--- config.mk ---
export PLATFORM = sky130hd
export DESIGN_NAME = skid_buffer
export DESIGN_NICKNAME = d
export VERILOG_FILES = /design/src/rtl/skid_buffer.sv
export SDC_FILE = /design/constraint.sdc
export NUM_CORES = 1
export LEC_CHECK = 0
export ABC_AREA = 1
export BUFFER_PORTS_ARGS = -buffer_cell sky130_fd_sc_hd__buf_2
export CAP_MARGIN = 20
export CORE_ASPECT_RATIO = 0.8
export CORE_MARGIN = 1.5
export CORE_UTILIZATION = 34
export CTS_CLUSTER_SIZE = 30
export DETAILED_ROUTE_END_ITERATION = 8
export MAX_ROUTING_LAYER = met4
export REMOVE_ABC_BUFFERS = 1
export SLEW_MARGIN = 5
export SYNTH_ARGS = -nofsm -noshare
export SYNTH_HDL_FRONTEND = slang
export SYNTH_SLANG_ARGS = --single-unit
--- constraint.sdc ---
create_clock -name clk -period 1.3 [get_ports clk]
set_input_delay 0.195 -clock clk [delete_from_list [all_inputs] [get_ports clk]]
set_output_delay 0.195 -clock clk [all_outputs]
set_load 0.05 [all_outputs]
--- src/rtl/skid_buffer.sv ---
// Two-entry elastic register slice. Latency: 1 cycle, one transfer per cycle.
// Backpressure: in_ready comes only from the state flop; a second entry skids while out_ready is low.
module skid_buffer #(
  parameter int WIDTH = 8
) (
  input  logic             clk,
  input  logic             reset,
  input  logic             flush,
  input  logic             in_valid,
  output logic             in_ready,
  input  logic [WIDTH-1:0] in_data,
  output logic             out_valid,
  input  logic             out_ready,
  output logic [WIDTH-1:0] out_data,
  output logic [1:0]       count
);

  typedef enum logic [1:0] {
    EMPTY = 2'd0,
    FULL  = 2'd1,
    SKID  = 2'd2
  } state_t;

  state_t           state;
  state_t           state_nxt;
  logic [WIDTH-1:0] main_q;
  logic [WIDTH-1:0] skid_q;
  logic             load_main_in;
  logic             load_main_skid;
  logic             load_skid;

  always_comb begin
    state_nxt      = state;
    load_main_in   = 1'b0;
    load_main_skid = 1'b0;
    load_skid      = 1'b0;
    case (state)
      EMPTY: begin
        if (in_valid) begin
          load_main_in = 1'b1;
          state_nxt    = FULL;
        end
      end
      FULL: begin
        if (in_valid && out_ready) begin
          load_main_in = 1'b1;
        end else if (in_valid) begin
          load_skid = 1'b1;
          state_nxt = SKID;
        end else if (out_ready) begin
          state_nxt = EMPTY;
        end
      end
      SKID: begin
        if (out_ready) begin
          load_main_skid = 1'b1;
          state_nxt      = FULL;
        end
      end
      default: state_nxt = EMPTY;
    endcase
    // Flush drops everything, including any entry offered this cycle.
    if (flush) begin
      state_nxt      = EMPTY;
      load_main_in   = 1'b0;
      load_main_skid = 1'b0;
      load_skid      = 1'b0;
    end
  end

  always_ff @(posedge clk) begin
    if (reset) begin
      state  <= EMPTY;
      main_q <= '0;
      skid_q <= '0;
    end else begin
      state <= state_nxt;
      if (load_main_in) begin
        main_q <= in_data;
      end else if (load_main_skid) begin
        main_q <= skid_q;
      end
      if (load_skid) begin
        skid_q <= in_data;
      end
    end
  end

  assign out_valid = (state != EMPTY);
  assign in_ready  = (state != SKID);
  assign out_data  = main_q;
  assign count     = {state == SKID, state == FULL};

endmodule

# Word level (Yosys, flattened, before mapping)
# Index checks and enable logic that the tools add are counted.
# totals
regBits,18
input_bits,13
out_inout_bits,12
wordCells,34
# op_classes
eq_ne,7
n_mux,18
reduce_logical,6
# op_table
operator,count
8-bit 2-to-1 mux,2
2-bit 2-to-1 mux,5
1-bit 2-to-1 mux,9
"2-bit inequality test, second input constant",4
2-bit one-hot mux with 3 select lines,1
4-bit AND reduction,1
2-bit nonzero test,2
"3-bit inequality test, second input constant",1
"2-bit by 1-bit == test with 1-bit output, second input constant",1
"2-bit == test, second input constant",1
2-bit zero test,1
1-bit one-hot mux with 2 select lines,1
2-bit OR reduction,1
1-bit logical AND,1

# Logic depth before layout (Yosys ltp)
# logic_depth
ltp_word,5
ltp_mapped,8
ltp_nobuf,8

# Worst setup path before layout
# OpenSTA, ideal clock, no wires.
# synth_path
kind,register -> output
startpoint,reg state[0]
endpoint,out count[0]
arrival_ns,1.131
required_ns,1.105
slack_ns,-0.026
path_stages_with_launch,3
n_path_buf,0
path_cell_list,dfxtp_1 inv_1 nor2_1
# synth_between
elab_chain_cells,1
# synth_rtl
item,line,rtl
start: declaration,24,state_t state;
start signal: assignment,77,state <= state_nxt;
2-bit by 1-bit == test with 1-bit output,92,"assign count = {state == SKID, state == FULL};"
end: declaration,15,output logic [1:0] count
# No other way between the ends.

# Final worst setup path
# layout_path
startpoint,reg state[1]
endpoint,out in_ready
# layout_between
elab_chain_cells,1
# layout_rtl
item,line,rtl
2-bit inequality test,90,assign in_ready = (state != SKID);
end: declaration,10,"output logic in_ready,"
# No other way between the ends.

==> impl_metrics.env <==
export IMPL_vias_per_cell=4.578
export IMPL_fin_skew_ps=4.350
export IMPL_area_sequential_um2=367.9
export IMPL_overall_via_count_from_detail_route=934
export IMPL_layout_cell_area_non_filler_um2=1227
export IMPL_post_route_worst_setup_slack_ps=42.22
export IMPL_sw_frac_of_total_pct=31.48
export IMPL_diodes_inserted=0
export IMPL_hpwlAfterDp_um=1694
export IMPL_ys_top_cells_by_area="sky130_fd_sc_hd__dfxtp_1, sky130_fd_sc_hd__nand3b_1, sky130_fd_sc_hd__nand2_1, sky130_fd_sc_hd__nor2_1, sky130_fd_sc_hd__nand3_1"
export IMPL_count_of_max_cap_constraint_violations=0
export IMPL_destination_of_the_worst_register_to_register_timing_path="out_data[0]$_SDFFE_PP0P_"
export IMPL_period_needed_ps=1258
export IMPL_post_route_util_pct=44.39
export IMPL_area_growth_synth_to_final_pct=23.71
export IMPL_vdd_drop_max_mv=0.5530
export IMPL_portBuffers=24
export IMPL_rrSetupSlack_ps=90
export IMPL_sinks_on_clock_net=18
export IMPL_dieArea_um2=3253
export IMPL_cp_cell_sequence="inv_4 -> nor2_4 -> inv_2 -> buf_8"
export IMPL_cp_data_required_time_ps=1110
export IMPL_ioPinCount=25
export IMPL_nets=181
export IMPL_clock_root_buffer="sky130_fd_sc_hd__clkbuf_4"
export IMPL_worstReg2RegStart="state[1]$_SDFFE_PP0P_"
export IMPL_timing_worst_setup_path_type="flop to primary output"
export IMPL_ys_seq_elements=18
export IMPL_report_final_setup_viol=0
export IMPL_fin_worst_hold_slack_ps=105.7
export IMPL_antenna_found_initial=0
export IMPL_timing_critical_path_slowest_cell_delay_ps=400
export IMPL_placedInstanceArea_um2=1130
export IMPL_setup_tns_final_ps=0
export IMPL_max_freq_ghz=0.7951
export IMPL_slew_headroom_pct=71.83
export IMPL_floorplan_initialDensity_pct=35.88
export IMPL_timing_hold_violations_final=0
export IMPL_power_share_clock_pct=24.5
export IMPL_cts_max_level=1
export IMPL_worstHoldEndpoint="out_data[0]$_SDFFE_PP0P_"
export IMPL_worstPathArrival_ps=1060
export IMPL_gpl_final_weighted_congestion=0.8413
export IMPL_worst_path_max_delay_cell="sky130_fd_sc_hd__dfxtp_4"
export IMPL_clk_pin_slew_ps=100
export IMPL_remaining_drc_errors=0
export IMPL_dieHeight_um=51.32
export IMPL_cts_buf_count=3
export IMPL_die_width_um=63.40
export IMPL_timing_hold_worst_start="reset"
export IMPL_grt_start_max_net_pins=17
export IMPL_worst_setup_path_end_kind="primary output"
export IMPL_power_density_nw_per_um2=896.6
export IMPL_setup_repair_after_global_routing_missed_its_margin="true"
export IMPL_hold_path_depth=2
export IMPL_grt_first_pass_wirelength_um=3884
export IMPL_core_area_um2=2765
export IMPL_hold_buffers=0
export IMPL_dpl_worst_slack_ps=-27.87
export IMPL_fin_crit_share_pct=96.75
export IMPL_fraction_of_layout_cells_with_a_size_suffix_above_1_pct=34.94
export IMPL_power_internal_mw=0.7540
export IMPL_status="finished, final reports clean"
export IMPL_yosys_area_top_type_share_pct=36.32
export IMPL_netlist_area_um2=992.2
export IMPL_yosysWarningCount=0
export IMPL_setup_worst_path_start_class="flop"
export IMPL_syn_avg_cell_area_um2=7.242
export IMPL_multi_input_comb_area_um2=525.5
export IMPL_first_global_vias=872
export IMPL_layout_filler_cells=286
export IMPL_measured_slew_at_the_worst_slew_check_pin_ps=422.0
export IMPL_tritoncts="yes"
export IMPL_synthCells=137
export IMPL_ant_nets=0
export IMPL_critical_path_peak_fanout=4
export IMPL_switchingPower_mw=0.3465
export IMPL_part_of_the_total_power_dissipated_in_sequential_elements_pct=53.0
export IMPL_row_count=17
export IMPL_worst_r2r_path_depth=8
export IMPL_cellLeakagePower_nw=0.6111
export IMPL_finalWirelength_um=2200
export IMPL_drt_pass_1_iters=4
export IMPL_most_area_hungry_cell_type_in_the_yosys_netlist="sky130_fd_sc_hd__dfxtp_1"
export IMPL_comb_power_share_pct=22.6
export IMPL_detailedRoute_firstIterationViolations=61
export IMPL_cts_max_path_buffers=2
export IMPL_gr_total_overflow=0
export IMPL_synth_seq_area_share_pct=36.32
export IMPL_source_to_sink_clock_delay_at_the_later_pin_of_the_worst_skew_pair_ps=290
export IMPL_grt_usage_pct=15.58
export IMPL_drt_wirelength_per_cell_um=10.78
export IMPL_report_final_slew_viol_count=0
export IMPL_synth_lib_cells_used_distinct=21
export IMPL_type_of_the_most_critical_hold_path="input port to flop"
==> area by class of cell <==
class,instances,share of cell area [%]
repair buffers,30,15.29
inverters,19,6.218
clock buffers,3,1.835
well taps,38,3.874
multi-input cells,96,42.81
flip-flops and latches,18,29.97
==> synthesized netlist by cell type, drive strengths merged <==
master	n
a21oi	3
nand2	25
clkbuf	1
nand3b	12
nand3	12
nor2	32
dfxtp	18
clkinv	6
o21ai	9
o211ai	1
buf	3
inv	13
nand4	2
==> worst max path at each step <==
stage | end | cells after the start | startpoint
after floorplan | out_data[1]$_SDFFE_PP0P_ | 6 | state[1]$_SDFFE_PP0P_
after global placement | out_data[6]$_SDFFE_PP0P_ | 6 | state[1]$_SDFFE_PP0P_
after detailed placement | out_data[5]$_SDFFE_PP0P_ | 6 | state[1]$_SDFFE_PP0P_
after CTS | in_ready | 4 | state[1]$_SDFFE_PP0P_
after global routing | in_ready | 4 | state[1]$_SDFFE_PP0P_
final | in_ready | 4 | state[1]$_SDFFE_PP0P_
==> state kept, by name, summed over array words and instances, names as in the netlist <==
register,flops
out_data,8
skid_q,8
state,2
==> cell families (layout without fill, tap and decap cells) <==
kind of cell           Yosys count  count (layout)  share of synthesized area [%]
buffers and inverters           23              52                          11.22
and+or+nand+nor                 83              83                          45.65
DFF                             18              18                          36.32
AOI/OAI and AO/OA               13              13                          6.809
==> layer usage <==
layer	routed length, µm	vias up	global-route usage [%]
met4	20	0	5.072
li1	-	493	-
met1	1134	416	21.32
met2	941	23	22.46
met5	0	-	-
met3	104	2	3.965
==> power by group through the flow <==
stage	sequential, mW	combinational (mW)	clock [mW]
5_1_grt	0.586	0.271	0.308
4_1_cts	0.584	0.245	0.288
6_report	0.583	0.248	0.269
3_3_place_gp	0.598	0.238	0
2_1_floorplan	0.654	0.116	0
3_5_place_dp	0.598	0.241	0
==> metrics by stage <==
step | instances | power [mW]
after detailed placement | 196 | 0.8395
after global placement | 196 | 0.8361
after global routing | 204 | 1.166
final | 204 | 1.100
after CTS | 202 | 1.118
after floorplan | 133 | 0.7695
==> placed cells by master (no fill, tap or decap), types with 6 or more instances in the layout <==
master                     count
sky130_fd_sc_hd__o21ai_1       8
sky130_fd_sc_hd__clkinv_1      6
sky130_fd_sc_hd__dfxtp_1      16
sky130_fd_sc_hd__nand3_1      11
sky130_fd_sc_hd__inv_1         7
sky130_fd_sc_hd__buf_4         6
sky130_fd_sc_hd__nor2_2        9
sky130_fd_sc_hd__nand2_1      22
sky130_fd_sc_hd__buf_2        21
sky130_fd_sc_hd__nor2_1       19
sky130_fd_sc_hd__nand3b_1     12
==> what timing repair did <==
action | in CTS | in global routing
endpoints found under the setup margin | 12 | 11
pin swaps | 1 | 1
buffers inserted | 3 | 2
gates resized for setup | 8 | 6
endpoints found under the hold margin | 0 | 0
==> worst max-delay path: cells and delay by family, from the launching register on <==
family,cells,cell delay (ps)
AND/OR/NAND/NOR,1,120
buffers and inverters,3,240
flip-flops,1,400
(Power assumes the default switching activity.)
